File: config.mk
export PLATFORM = sky130hd
export DESIGN_NAME = demux_lane_scheduler
export DESIGN_NICKNAME = d
export VERILOG_FILES = /design/src/rtl/demux_lane_scheduler.sv
export SDC_FILE = /design/constraint.sdc
export NUM_CORES = 1
export LEC_CHECK = 0
export CAP_MARGIN = 30
export CORE_ASPECT_RATIO = 0.75
export CORE_UTILIZATION = 42
export DETAILED_ROUTE_END_ITERATION = 16
export PLACE_DENSITY = 0.78
export SLEW_MARGIN = 20
export SYNTH_ARGS = -nofsm -noshare
export SYNTH_HDL_FRONTEND = slang
export SYNTH_SLANG_ARGS = --single-unit
File: constraint.sdc
create_clock -name clk -period 1.95 [get_ports clk]
set_clock_uncertainty 0.1 [all_clocks]
set_input_delay 0.2925 -clock clk [delete_from_list [all_inputs] [get_ports clk]]
set_output_delay 0.2925 -clock clk [all_outputs]
set_load 0.03 [all_outputs]
File: src/rtl/demux_lane_scheduler.sv
// ---------------------------------------------------------------------------
// demux_lane_scheduler
//
// Pops words from an upstream first-word-fall-through FIFO and steers each
// word to one of two downstream lanes. The lane is picked by bit DEST_BIT of
// the head word. A head word whose lane is almost full stalls both lanes, so
// words are never reordered. If either downstream FIFO reports full while
// words are being moved, the block enters a sticky ERROR state. Only reset
// leaves ERROR.
//
// Optional feature (macro SCHED_STALL_CNT_EN):
//   Adds output stall_cnt. It counts the ACTIVE cycles in which a word was
//   waiting but could not be popped, and it saturates at all-ones.
//
// Ports:
//   clk            rising-edge clock for all logic
//   reset          asynchronous active-low reset
//   init           1 = hold in, or return to, the INIT state
//   fifo_empty     upstream FIFO empty
//   fifo_data      upstream FIFO head word
//   fifo_pop       combinational pop strobe to the upstream FIFO
//   almost_full0/1 downstream lane FIFO almost full (backpressure)
//   fifo_full0/1   downstream lane FIFO full (error condition)
//   demux_data     registered word to the demux
//   demux_valid    registered valid to the demux
//   demux_selector registered lane select to the demux
//   cnt0/cnt1      words sent to lane 0 / lane 1, wrapping
//   state          current state code (RESET=0 INIT=1 IDLE=2 ACTIVE=3 ERROR=4)
//   idle           1 while in IDLE
//   error          sticky error flag
//   stall_cnt      (SCHED_STALL_CNT_EN only) saturating stall-cycle counter
// ---------------------------------------------------------------------------
module demux_lane_scheduler #(
    parameter int DATA_WIDTH = 8,
    parameter int DEST_BIT   = 7,
    parameter int CNT_WIDTH  = 5
) (
    input  logic                  clk,
    input  logic                  reset,
    input  logic                  init,
    input  logic                  fifo_empty,
    input  logic [DATA_WIDTH-1:0] fifo_data,
    output logic                  fifo_pop,
    input  logic                  almost_full0,
    input  logic                  almost_full1,
    input  logic                  fifo_full0,
    input  logic                  fifo_full1,
    output logic [DATA_WIDTH-1:0] demux_data,
    output logic                  demux_valid,
    output logic                  demux_selector,
    output logic [CNT_WIDTH-1:0]  cnt0,
    output logic [CNT_WIDTH-1:0]  cnt1,
    output logic [2:0]            state,
    output logic                  idle,
    output logic                  error
`ifdef SCHED_STALL_CNT_EN
    ,
    output logic [CNT_WIDTH-1:0]  stall_cnt
`endif
);

    localparam logic [2:0] ST_RESET  = 3'd0;
    localparam logic [2:0] ST_INIT   = 3'd1;
    localparam logic [2:0] ST_IDLE   = 3'd2;
    localparam logic [2:0] ST_ACTIVE = 3'd3;
    localparam logic [2:0] ST_ERROR  = 3'd4;

    localparam logic [CNT_WIDTH-1:0] CNT_ONE = {{(CNT_WIDTH-1){1'b0}}, 1'b1};

    logic [2:0]            state_q, state_d;
    logic [DATA_WIDTH-1:0] data_q;
    logic                  valid_q;
    logic                  sel_q;
    logic [CNT_WIDTH-1:0]  cnt0_q;
    logic [CNT_WIDTH-1:0]  cnt1_q;
    logic                  idle_q;
    logic                  error_q;
    logic                  dest_s;
    logic                  af_dest_s;
    logic                  pop_s;

    // The head word's routing bit picks which lane's almost-full gates the pop.
    assign dest_s    = fifo_data[DEST_BIT];
    assign af_dest_s = dest_s ? almost_full1 : almost_full0;

    // State register.
    always_ff @(posedge clk or negedge reset) begin
        if (!reset) begin
            state_q <= ST_RESET;
        end else begin
            state_q <= state_d;
        end
    end

    // Next-state logic. In ACTIVE, a full downstream FIFO outranks init.
    always_comb begin
        state_d = state_q;
        case (state_q)
            ST_RESET: begin
                state_d = ST_INIT;
            end
            ST_INIT: begin
                if (init) begin
                    state_d = ST_INIT;
                end else begin
                    state_d = ST_IDLE;
                end
            end
            ST_IDLE: begin
                if (init) begin
                    state_d = ST_INIT;
                end else if (!fifo_empty) begin
                    state_d = ST_ACTIVE;
                end else begin
                    state_d = ST_IDLE;
                end
            end
            ST_ACTIVE: begin
                if (fifo_full0 || fifo_full1) begin
                    state_d = ST_ERROR;
                end else if (init) begin
                    state_d = ST_INIT;
                end else if (fifo_empty) begin
                    state_d = ST_IDLE;
                end else begin
                    state_d = ST_ACTIVE;
                end
            end
            ST_ERROR: begin
                state_d = ST_ERROR;
            end
            default: begin
                state_d = ST_ERROR;
            end
        endcase
    end

    // Output logic: pop only in ACTIVE when the head word can be accepted by its lane.
    always_comb begin
        pop_s = 1'b0;
        if (state_q == ST_ACTIVE) begin
            pop_s = !fifo_empty && !fifo_full0 && !fifo_full1 && !init && !af_dest_s;
        end else begin
            pop_s = 1'b0;
        end
    end

    assign fifo_pop = pop_s;

    // Demux outputs: capture the popped word one cycle later; hold data/selector otherwise.
    always_ff @(posedge clk or negedge reset) begin
        if (!reset) begin
            data_q  <= {DATA_WIDTH{1'b0}};
            sel_q   <= 1'b0;
            valid_q <= 1'b0;
        end else if (pop_s) begin
            data_q  <= fifo_data;
            sel_q   <= dest_s;
            valid_q <= 1'b1;
        end else begin
            valid_q <= 1'b0;
        end
    end

    // Per-lane word counters. They wrap, and only reset clears them.
    always_ff @(posedge clk or negedge reset) begin
        if (!reset) begin
            cnt0_q <= {CNT_WIDTH{1'b0}};
            cnt1_q <= {CNT_WIDTH{1'b0}};
        end else if (pop_s && !dest_s) begin
            cnt0_q <= cnt0_q + CNT_ONE;
        end else if (pop_s && dest_s) begin
            cnt1_q <= cnt1_q + CNT_ONE;
        end else begin
            cnt0_q <= cnt0_q;
            cnt1_q <= cnt1_q;
        end
    end

    // Status flags, registered to line up with the state they describe.
    always_ff @(posedge clk or negedge reset) begin
        if (!reset) begin
            idle_q  <= 1'b0;
            error_q <= 1'b0;
        end else begin
            idle_q  <= (state_d == ST_IDLE);
            error_q <= error_q || (state_d == ST_ERROR);
        end
    end

`ifdef SCHED_STALL_CNT_EN
    logic [CNT_WIDTH-1:0] stall_q;

    // Stall counter: a word is waiting in ACTIVE but was not popped. Saturates.
    always_ff @(posedge clk or negedge reset) begin
        if (!reset) begin
            stall_q <= {CNT_WIDTH{1'b0}};
        end else if ((state_q == ST_ACTIVE) && !fifo_empty && !pop_s && !(&stall_q)) begin
            stall_q <= stall_q + CNT_ONE;
        end else begin
            stall_q <= stall_q;
        end
    end

    assign stall_cnt = stall_q;
`else
    // Stall counting is not built in this configuration.
`endif

    assign demux_data     = data_q;
    assign demux_valid    = valid_q;
    assign demux_selector = sel_q;
    assign cnt0           = cnt0_q;
    assign cnt1           = cnt1_q;
    assign state          = state_q;
    assign idle           = idle_q;
    assign error          = error_q;

endmodule

### Word level (Yosys, flattened, before mapping)

Index checks and enable logic that the tools add are counted.

* flip-flop bits (word level): 25
* output and inout port bits: 26
* word-level logic and storage cells: 40
* input port bits: 16

* equality and inequality tests: 5
* reductions and logical operators: 16
* bitwise operators: 1
* add/sub/neg operators: 2
* muxes and demuxes: 8

Operator list (count)
* one-hot mux 3 bit (4 select lines): 1
* adder 5 x 1 -> 5 bit (second input constant): 2
* == test 3 x 2 -> 1 bit (second input constant): 3
* logical AND 1 bit: 6
* logical NOT 1 bit: 6
* two-way mux 1 bit: 4
* two-way mux 2 bit: 2
* == test 3 x 1 -> 1 bit (second input constant): 1
* == test 3 bit (second input constant): 1
* logical NOT 3 bit: 1
* two-way mux 3 bit: 1
* logical OR 1 bit: 2
* AND reduction 2 bit: 1
* inverter 1 bit: 1

### Logic depth before layout (Yosys ltp)

* depth in word-level cells: 9
* gate-level depth with buffers: 5
* gate-level depth less buffers: 4

### Worst setup path after synthesis

No wires, ideal clock.

* path kind: register -> output
* start: register state_q[2], in the netlist state[2]
* end: output port fifo_pop
* path slack: 141 ps
* arrival time: 1416 ps
* buffers on the path: 1
* cell stages (with the launch flop): 6
* cells stage by stage: dfrtp_1 > nor3_2 > and4_1 > buf_6 > o21ai_4 > inv_1

* longest elaborated chain between the ends: 2

Ends and longest elaborated chain
* start: declaration: RTL line 70 `logic [2:0] state_q, state_d;`
* start signal: assignment: RTL line 91 `state_q <= state_d;`
* == test 3 x 2 -> 1 bit: RTL line 141 `if (state_q == ST_ACTIVE) begin`
* two-way mux 1 bit: RTL line 141
* end: declaration: RTL line 43 `output logic fifo_pop,`

No other way between the ends.

### Worst setup path in the final report

Same ends and word-level chain as after synthesis.

==> implementation parameters <==
Parameter                              Value

Clock network
  Maximum clock path buffer count    2
  Clock sinks    24
  Clk Latency, worst-skew pair    0.31 ns
  Number of buffers created by CTS    3
  Clock tree from TritonCTS    yes
  Clock transition time at the flip-flop clock pins of the worst setup and hold paths    0.13 ns
  Number of buffers added to fix hold violations after cts    0
  CTS H-tree depth    1
  Root Buffer Master    sky130_fd_sc_hd__clkbuf_4

Critical path
  Worst flop-to-flop path startpoint    state[2]
  Arrival @ worst endpoint    1.49 ns
  Maximum single-stage delay on the critical path    0.42 ns
  Ordered cell list for the critical path    nor3_2 > and4_4 > o21ai_4 > inv_2 > buf_6
  Reg-to-reg setup timing slack    0.33 ns
  Data required time at the worst endpoint    1.56 ns
  Worst R2R Path Depth    5
  Critical path type    flop to output pin
  Crit-path max FO    3
  Crit end category    output pin
  Worst setup SP type    flop
  Library cell contributing the largest single delay on the critical path    sky130_fd_sc_hd__dfrtp_1
  Endpoint of the worst-slack reg-to-reg timing path    demux_data[1]

Final layout
  Antenna cell count    0
  Proportion of layout cells with a drive suffix above 1    23.66%
  Syn-to-layout area delta    52.38%
  Finished Cell Area    1602 um^2
  Post-layout nets    150
  Layout Cells excl Fill    165

Route
  Final WL    2138 um
  Vias after detailed routing    797
  Initial DRC count    22
  Remaining routing DRC violations    0
  DR WL/cell    12.96 um
  Antenna viol nets, final    0
  Number of detailed-route iterations in the first pass    4
  Vias/cell    4.830

Logic synthesis
  Cells after Synth    80
  Top cells by area in the synthesized netlist    sky130_fd_sc_hd__dfrtp_1 57%, sky130_fd_sc_hd__mux2_4 11%, sky130_fd_sc_hd__xnor2_1 3.3%, sky130_fd_sc_hd__xor2_1 3.3%, sky130_fd_sc_hd__nand4_1 3.0%
  Per-instance average area after synthesis    13.14 um^2
  Post-synthesis simple-gate area fraction    12.38%
  Library cell with the largest summed area after synthesis    sky130_fd_sc_hd__dfrtp_1
  Dominant combinational cell family by area after synthesis    multiplexers
  Total of flip-flops plus latches after synthesis    24
  Post-Syn Area    1051 um^2
  Proportion of synthesized area in mux cells    13.57%
  Complex-gate fraction of the synthesized area    5.238%
  Share of the synthesized area in the top cell type    57.14%
  Sequential element share of the synthesized area    57.14%
  XOR/XNOR share of the synthesized area    6.667%
  Synth unique cells    24
  Yosys warning total    0
  Syn nets    98
  Adder and majority cell fraction of the synthesized area    2.381%

Timing
  Number of hold-slack violations in the final timing report    0
  Worst-case hold slack    0.2129 ns
  Setup violation total in the final timing report    0
  Final critical path time including I/O delays and setup    1.887 ns
  Maximum clock rate    0.5299 GHz
  Measured slew at the worst slew-check pin    0.3257 ns
  Unrepaired setup endpoints after global routing    true
  Fin crit share    96.78%
  Final number of max-transition violations    0
  Headroom to the max-slew limit    78.22%

Global route
  Initial antenna violation count    0
  Largest net degree at the start of global routing    25
  Wire length of the first global-routing pass    3408 um
  All-Layer GR Usage    17.30%
  Number of global-route vias before repair    783
  Remaining Overflow, GRT    0

Pwr
  Pwr Density    689.6 nW/um^2
  Leak    0.0007725 uW
  Worst VDD drop    0.4173 mV

Placement
  Port Buffers    41
  Placement Cell Area    1543 um^2
  Routability congestion estimate    0.8653
  Number of cells after detailed placement    159
  Detailed placer's ending HPWL    1605 um

Die
  Std-Cell Core Area    2327 um^2
  Standard-cell row count    15
  I/O pin cnt    42
  Die area    2708 um^2
  Width of the die    59.76 um
  Die H    45.32 um
  Starting density of the core    45.16%

Job
  Maxcap violations    0

Hold path
  Worst hold-check path type    input pin to asynchronous set/reset pin

Outcome
  Status    complete, no violations
[placed cells by master (no fill, tap or decap), types with 2 or more instances in the layout]
cell type / synthesis / routed
sky130_fd_sc_hd__mux2_2: 2 / 2
sky130_fd_sc_hd__ha_1: 2 / 2
sky130_fd_sc_hd__nand4_1: 5 / 5
sky130_fd_sc_hd__nor2b_1: 2 / 2
sky130_fd_sc_hd__nor2_1: 7 / 7
sky130_fd_sc_hd__dfrtp_1: 24 / 24
sky130_fd_sc_hd__xnor2_1: 4 / 4
sky130_fd_sc_hd__mux2_4: 8 / 8
sky130_fd_sc_hd__clkbuf_4: 0 / 3
sky130_fd_sc_hd__nand2_1: 5 / 5
sky130_fd_sc_hd__o21ai_0: 2 / 2
sky130_fd_sc_hd__clkdlybuf4s50_1: 0 / 38
sky130_fd_sc_hd__nand3_1: 2 / 2
sky130_fd_sc_hd__xor2_1: 4 / 4
sky130_fd_sc_hd__or2_2: 2 / 2
sky130_fd_sc_hd__buf_4: 1 / 8
[per-stage QoR]
step / power, uW / worst slack [ns] / utilization, % / setup TNS, ns
5_1_grt: 1158 / -0.02982 / 68.82 / -0.02982
4_1_cts: 1116 / 0.01678 / 68.71 / 0
6_report: 1104 / 0.06288 / 68.82 / 0
3_3_place_gp: 825.6 / 0.01703 / 66.29 / 0
3_5_place_dp: 830.6 / -0.03067 / 66.29 / -0.2694
2_1_floorplan: 700.6 / 0.1413 / - / 0
[sequential cells by signal (all words and copies together) (netlist names)]
| name | flops |
|---|---|
| demux_valid | 1 |
| state | 3 |
| demux_data | 8 |
| cnt0 | 5 |
| error | 1 |
| cnt1 | 5 |
| idle | 1 |
[per-layer routing]
metal	GRT usage [%]	vias to the layer above	wire length [um]
li1	-	380	-
met1	23.16	397	982
met2	27.11	16	1072
met3	5.158	4	56
met4	5.581	0	27
met5	0	-	0
[power breakdown]
group / switching (uW) / internal [uW] / total [uW]
Combinational: 137 / 140 / 277
Clock: 142 / 114 / 256
Sequential: 41.2 / 530 / 571
[logic make-up (layout without fill, tap and decap cells)]
group | count (synthesis) | count (layout)
flops | 24 | 24
simple gates | 25 | 25
mux | 10 | 10
buf+inv | 4 | 55
fa+ha+maj | 2 | 2
compound gates | 7 | 7
xor+xnor | 8 | 8
[repair_timing]
action | 4_1_cts | 5_1_grt
pin swaps | 1 | 2
hold endpoints to repair | 0 | 0
resized for setup | 4 | 1
buffers inserted | 2 | 0
endpoints found under the setup margin | 1 | 2
[area by class of cell]
| cell class | count | area (um^2) |
|---|---|---|
| clock buffer | 4 | 36.28 |
| fill | 185 | 725.7 |
| inverter | 1 | 3.754 |
| multi-input combinational | 52 | 425.4 |
| sequential | 24 | 600.6 |
| tap | 34 | 42.54 |
| timing repair buffer | 50 | 493.0 |
[cells in the mapped netlist (all sizes together)]
| cell type | count |
|---|---|
| o21ai | 3 |
| mux2 | 10 |
| nor2b | 2 |
| nand4 | 5 |
| inv | 1 |
| nand3 | 2 |
| nand2 | 5 |
| a221oi | 1 |
| a21oi | 1 |
| ha | 2 |
| xor2 | 4 |
| and4 | 1 |
| nor2 | 7 |
| or2 | 2 |
| a31o | 1 |
| a31oi | 1 |
| nor3 | 1 |
| dfrtp | 24 |
| buf | 3 |
| xnor2 | 4 |
[how the worst max path moves through the flow]
stage | start | endpoint | slack, ns
final | state[2] | fifo_pop | 0.06
after global routing | state[2] | fifo_pop | -0.03
after CTS | fifo_empty | fifo_pop | 0.02
after detailed placement | init | demux_data[4] | -0.03
after global placement | init | demux_data[1] | 0.02
after floorplan | state[2] | fifo_pop | 0.14
[critical path: cells and delay by family (launching register included)]
kind	cells	cell delay, ns
simple gates	2	0.48
compound gates	1	0.08
flops	1	0.42
buf+inv	2	0.20
Power figures use the tool's default switching activity.
